## src/rtl/div_result_writeback.sv

```systemverilog
// div_result_writeback: buffers divider results in a small FIFO and drains
// them to memory over the valid/ready write bus, flagging job completion.
//
// Ports:
//   clk, reset            clock, asynchronous active-high reset
//   start                 latch job config (write_base, write_size_input,
//                         num_write); honoured only in IDLE or DONE
//   result_valid/_data    divider result push; result_ready = FIFO not full
//   write_enable/_addr/_size/_data, write_ready, finish_write
//                         memory write bus; a beat is taken when
//                         write_ready == 1
//   all_done              job complete, held until next start or reset
//   overflow              sticky: a result arrived while the FIFO was full
//   write_count           beats accepted in the current job
module div_result_writeback #(
    parameter int DATA_WID   = 64,
    parameter int FIFO_DEPTH = 4,
    parameter int PTR_WID    = 2
) (
    input  logic                clk,
    input  logic                reset,
    input  logic                start,
    input  logic [63:0]         write_base,
    input  logic [63:0]         write_size_input,
    input  logic [63:0]         num_write,
    input  logic                result_valid,
    input  logic [DATA_WID-1:0] result_data,
    input  logic [63:0]         write_ready,
    output logic                result_ready,
    output logic                write_enable,
    output logic                finish_write,
    output logic [63:0]         write_addr,
    output logic [63:0]         write_size,
    output logic [DATA_WID-1:0] write_data,
    output logic                all_done,
    output logic                overflow,
    output logic [63:0]         write_count
);

    typedef enum logic [1:0] {
        S_IDLE,
        S_WAIT_DATA,
        S_WAIT_WRITE,
        S_DONE
    } state_t;

    localparam logic [PTR_WID:0]   DEPTH_C = (PTR_WID+1)'(FIFO_DEPTH);
    localparam logic [PTR_WID:0]   OCC_ONE = (PTR_WID+1)'(1);
    localparam logic [PTR_WID-1:0] PTR_ONE = PTR_WID'(1);

    state_t state_q, state_d;

    logic [DATA_WID-1:0] mem_q [FIFO_DEPTH];
    logic [PTR_WID-1:0]  wr_ptr_q, wr_ptr_d;
    logic [PTR_WID-1:0]  rd_ptr_q, rd_ptr_d;
    logic [PTR_WID:0]    occ_q, occ_d;

    logic [63:0]         addr_q, addr_d;
    logic [63:0]         size_q, size_d;
    logic [63:0]         num_q, num_d;
    logic [63:0]         cnt_q, cnt_d;
    logic [DATA_WID-1:0] data_q, data_d;
    logic                we_q, we_d;
    logic                fin_q, fin_d;
    logic                done_q, done_d;
    logic                ovf_q, ovf_d;

    logic        full, empty, push, pop;
    logic [63:0] cnt_inc;

    assign full    = (occ_q == DEPTH_C);
    assign empty   = (occ_q == '0);
    assign push    = result_valid && !full;
    assign pop     = (state_q == S_WAIT_WRITE) && (write_ready == 64'd1);
    assign cnt_inc = cnt_q + 64'd1;

    always_comb begin
        state_d  = state_q;
        wr_ptr_d = wr_ptr_q;
        rd_ptr_d = rd_ptr_q;
        occ_d    = occ_q;
        addr_d   = addr_q;
        size_d   = size_q;
        num_d    = num_q;
        cnt_d    = cnt_q;
        data_d   = data_q;
        we_d     = we_q;
        fin_d    = 1'b0;
        done_d   = done_q;
        ovf_d    = ovf_q;

        if (push) begin
            wr_ptr_d = wr_ptr_q + PTR_ONE;
        end
        if (pop) begin
            rd_ptr_d = rd_ptr_q + PTR_ONE;
        end
        unique case ({push, pop})
            2'b10:   occ_d = occ_q + OCC_ONE;
            2'b01:   occ_d = occ_q - OCC_ONE;
            default: occ_d = occ_q;
        endcase

        unique case (state_q)
            S_IDLE, S_DONE: begin
                // Zero-length jobs raise all_done one cycle after DONE entry.
                if (state_q == S_DONE) begin
                    done_d = 1'b1;
                end
                if (start) begin
                    addr_d  = write_base;
                    size_d  = write_size_input;
                    num_d   = num_write;
                    cnt_d   = '0;
                    done_d  = 1'b0;
                    ovf_d   = 1'b0;
                    state_d = (num_write == 64'd0) ? S_DONE : S_WAIT_DATA;
                end
            end
            S_WAIT_DATA: begin
                if (!empty) begin
                    data_d  = mem_q[rd_ptr_q];
                    we_d    = 1'b1;
                    state_d = S_WAIT_WRITE;
                end
            end
            S_WAIT_WRITE: begin
                if (pop) begin
                    fin_d  = 1'b1;
                    cnt_d  = cnt_inc;
                    addr_d = addr_q + size_q;
                    if (cnt_inc == num_q) begin
                        we_d    = 1'b0;
                        done_d  = 1'b1;
                        state_d = S_DONE;
                    end else if (occ_q > OCC_ONE) begin
                        // Next entry is already buffered: stream it.
                        data_d = mem_q[rd_ptr_q + PTR_ONE];
                    end else begin
                        we_d    = 1'b0;
                        state_d = S_WAIT_DATA;
                    end
                end
            end
            default: state_d = S_IDLE;
        endcase

        // A dropped push flags overflow even if the same cycle pops.
        if (result_valid && full) begin
            ovf_d = 1'b1;
        end
    end

    always_ff @(posedge clk) begin
        if (push) begin
            mem_q[wr_ptr_q] <= result_data;
        end
    end

    always_ff @(posedge clk or posedge reset) begin
        if (reset) begin
            state_q  <= S_IDLE;
            wr_ptr_q <= '0;
            rd_ptr_q <= '0;
            occ_q    <= '0;
            addr_q   <= '0;
            size_q   <= '0;
            num_q    <= '0;
            cnt_q    <= '0;
            data_q   <= '0;
            we_q     <= 1'b0;
            fin_q    <= 1'b0;
            done_q   <= 1'b0;
            ovf_q    <= 1'b0;
        end else begin
            state_q  <= state_d;
            wr_ptr_q <= wr_ptr_d;
            rd_ptr_q <= rd_ptr_d;
            occ_q    <= occ_d;
            addr_q   <= addr_d;
            size_q   <= size_d;
            num_q    <= num_d;
            cnt_q    <= cnt_d;
            data_q   <= data_d;
            we_q     <= we_d;
            fin_q    <= fin_d;
            done_q   <= done_d;
            ovf_q    <= ovf_d;
        end
    end

    assign result_ready = !reset && !full;
    assign write_enable = we_q;
    assign finish_write = fin_q;
    assign write_addr   = addr_q;
    assign write_size   = size_q;
    assign write_data   = data_q;
    assign all_done     = done_q;
    assign overflow     = ovf_q;
    assign write_count  = cnt_q;

endmodule

```

## config.mk

```make
export PLATFORM = sky130hd
export DESIGN_NAME = div_result_writeback
export DESIGN_NICKNAME = d
export VERILOG_FILES = /design/src/rtl/div_result_writeback.sv
export SDC_FILE = /design/constraint.sdc
export NUM_CORES = 1
export LEC_CHECK = 0
export BUFFER_PORTS_ARGS = -buffer_cell sky130_fd_sc_hd__buf_2
export CELL_PAD_IN_SITES_DETAIL_PLACEMENT = 0
export CELL_PAD_IN_SITES_GLOBAL_PLACEMENT = 1
export CORE_MARGIN = 10
export CORE_UTILIZATION = 39
export CTS_CLUSTER_DIAMETER = 150
export CTS_CLUSTER_SIZE = 8
export DETAILED_ROUTE_END_ITERATION = 7
export PLACE_DENSITY_LB_ADDON = 0.1
export SLEW_MARGIN = 0
export SYNTH_ARGS = -nofsm -noshare
export SYNTH_HDL_FRONTEND = slang
export SYNTH_SLANG_ARGS = --single-unit
export TNS_END_PERCENT = 30
```

## constraint.sdc

```tcl
create_clock -name clk -period 9.9 [get_ports clk]
set_clock_uncertainty 0.05 [all_clocks]
set_input_delay 0 -clock clk [delete_from_list [all_inputs] [get_ports clk]]
set_output_delay 0 -clock clk [all_outputs]
set_load 0.02 [all_outputs]
```

==> reports/metrics.yaml <==
status: "complete, no violations"
ys_warn_count: 0
synth-simple-area-share_pct: 12.6
syn_to_final_growth_pct: 27.9
detail_route.wirelength_um: 121000
stdcell_count: 4792
reg2reg_slack_ns: 3.83
grt_pass1_wl_um: 181000
synth.net_count: 3313
setup.worst_path.end: "write_data[16]$_DFFE_PP0P_"
cp-end-kind: "flip-flop"
syn_inst: 2911
period_minus_slack_ns: 6.07
die_w_um: 305
clock_latency_ns: 0.66
synth_edf_count: 256
switching_share_pct: 25.1
grt_pass1_vias: 28542
power.total_uw: 6120
grt_max_degree: 165
rr_worst_depth: 12
p_switching_uw: 1540
ys_top_cells_by_area: "dfrtp_1 (26%), edfxtp_1 (24%), mux2_2 (7.1%)"
finalCritPeriodShare_pct: 61.3
grt-ovfl-total: 0
cts-root-buf: "clkbuf_16"
rr_startpoint: "write_count[8]$_DFFE_PP0P_"
nFillCells: 7346
p_int_uw: 4580
cts_tree: "built"
power_frac_comb_pct: 9.3
gr-usage-all-layers_pct: 25.0
setup-violations-final: 0
drv_slew: 0
synth-compound-area-share_pct: 15.4
die_y_um: 305
worst_hold_slack_ns: 0.00221
clockBufferDepth: 3
cts_setup_buffers: 0
cts.sinks: 589
wl_per_cell_um: 25.2
path_max_fanout: 46
ctsResizeCount: 0
finalSetupTns_ns: 0
yosysTopAreaCell: "dfrtp_1"
nets: 4082
synthXorXnorAreaFrac_pct: 4.34
p_leak_uw: 0.0176
worst_ep_arrival_time_ns: 6.56
synth_top_family_by_area: "compound AO/OA/AOI/OAI gates"
pwr-share-clk_pct: 43.8
rows: 104
slew_headroom_pct: 23.3
max_cap_viol_count: 0
synth_ff_type: "dfrtp_1"
synth_async_sr_flop_share_pct: 56.5
path_clk_slew_ns: 0.05
startpoint_type: "flip-flop"
power_density_mw_per_mm2: 151
synth_top_area_share_pct: 26.3
viasPerCell: 5.69
die_area_mm2: 0.0931
dp_cells: 4388
ir_worst_vdd_mv: 0.170
dr.pass1.iters: 8
cts_hold_buf: 267
hp-class: "input pin to async pin"
start_util_pct: 39.3
syn_area_mm2: 0.0317
fmax_mhz: 165
yosysSeqAreaShare_pct: 50.6
worstPathRequired_ns: 10.39
synthAdderAreaFrac_pct: 3.10
syn_avg_cell_area_um2: 10.9
drt_iter0_drc: 2041
cp-startpoint: "write_count[8]$_DFFE_PP0P_"
path_class: "flip-flop to flip-flop"
core_mm2: 0.0805
htreeDepth: 3
rsz0062_at_grt: "false"
tightestPinTransition_ns: 1.14
ff_latch_area_mm2: 0.0160
io_buffer_count: 584
muxShareOfSynthArea_pct: 11.0
synth.most_common_cell: "dfrtp_1"
antenna_found_initial: 12
ant_nets: 0
gp_congestion: 0.924
synthTopCellsByCount: "dfrtp_1 (333), edfxtp_1 (256), nor2_1 (223), mux2_2 (201), nand2_1 (200)"
seqPwrFrac_pct: 46.9
cts_buffers: 83
finalHoldViolCount: 0
reg2reg_to: "write_data[16]$_DFFE_PP0P_"
drc_errors: 0
hpwl_um: 83700
drive_above_1_share_pct: 26.8
synth.distinct_cells: 74
num_io_pins: 585
vias: 27260
multi_input_area_mm2: 0.0148
ys_ff_latch: 589
-- power by group through the flow --
| stage | logic [uW] | registers, uW | clock network, uW |
|---|---|---|---|
| floorplan | 264 | 2900 | 0 |
| global placement | 483 | 2900 | 0 |
| detailed placement | 494 | 2910 | 0 |
| CTS | 581 | 2870 | 2750 |
| global route | 632 | 2890 | 2840 |
| finish | 571 | 2870 | 2680 |
-- final cells by class --
| cell class | instances | area share [%] |
|---|---|---|
| inverters | 35 | 0.349 |
| well taps | 1060 | 3.27 |
| clock inverters | 8 | 0.454 |
| diodes | 8 | 0.0494 |
| repair buffers | 882 | 14.4 |
| multi-input cells | 2089 | 36.5 |
| flip-flops and latches | 589 | 39.5 |
| clock buffers | 121 | 5.47 |
-- placed cells by master, fill, tap and decap left out, types with 47 or more instances in the layout --
cell / n
ha_1: 76
a21boi_0: 68
nor4_1: 61
nor2_1: 222
o221ai_1: 65
clkbuf_16: 83
o31ai_1: 90
nand2_1: 197
nand4_1: 70
xnor2_1: 109
edfxtp_1: 256
o21ai_0: 185
nand3_1: 59
dlygate4sd3_1: 267
mux2_4: 60
xor2_1: 48
o22ai_1: 68
and3_1: 47
a21oi_1: 126
dfrtp_1: 331
buf_2: 584
mux2_2: 201
-- logic make-up (layout without fill, tap and decap cells) --
logic type / Yosys count / in the layout
buf+inv: 233 / 1046
fa+ha+maj: 78 / 78
flops: 589 / 589
xor+xnor: 157 / 157
other cells: 0 / 8
compound gates: 748 / 748
simple gates: 812 / 812
mux: 294 / 294
-- how the worst min path moves through the flow --
stage	from	to	slack, ns	cells after the start
floorplan	reset	result_ready	0.03	1
global route	result_data[48]	mem_q[3][48]$_DFFE_PP_	0.04	2
finish	reset	overflow$_DFFE_PP0P_	0.002	3
detailed placement	result_data[33]	mem_q[1][33]$_DFFE_PP_	0.17	1
CTS	result_data[33]	mem_q[1][33]$_DFFE_PP_	0.0004	2
global placement	result_data[45]	mem_q[0][45]$_DFFE_PP_	0.16	1
-- sequential cells by signal, indices dropped and copies added, names as in the netlist, 3 cells and up --
name         count
occ_q            3
num_q           64
write_size      64
write_data      64
write_count     64
write_addr      64
mem_q          256
-- metal layers --
metal  share of wire (%)  GRT usage [%]
met5               0.012              0
met4                 3.7           9.82
met3                 5.9           5.03
met2                  50           43.0
met1                  41           30.3
-- through the flow --
stage,setup slack (ns),cell area [um2],utilization (%)
after floorplan,0.625,31700,-
after global placement,3.91,35400,44.0
after detailed placement,3.89,35400,44.0
after CTS,3.84,40500,50.3
after global routing,3.42,40500,50.3
final,3.83,40500,50.3
-- critical path, stage by stage (launching register included) --
cell and delay [ns]:
dfrtp_1 0.54, and4_1 0.43, nand4_1 0.36, or4_1 0.80, nor4_1 0.76, xnor2_1 0.16, nand4_1 0.15, or3_1 0.15
o31a_1 0.24, nand2_1 0.12, a21oi_4 0.82, buf_4 0.89, mux2_2 0.41
Note: power is estimated with default switching activity, not from simulation.
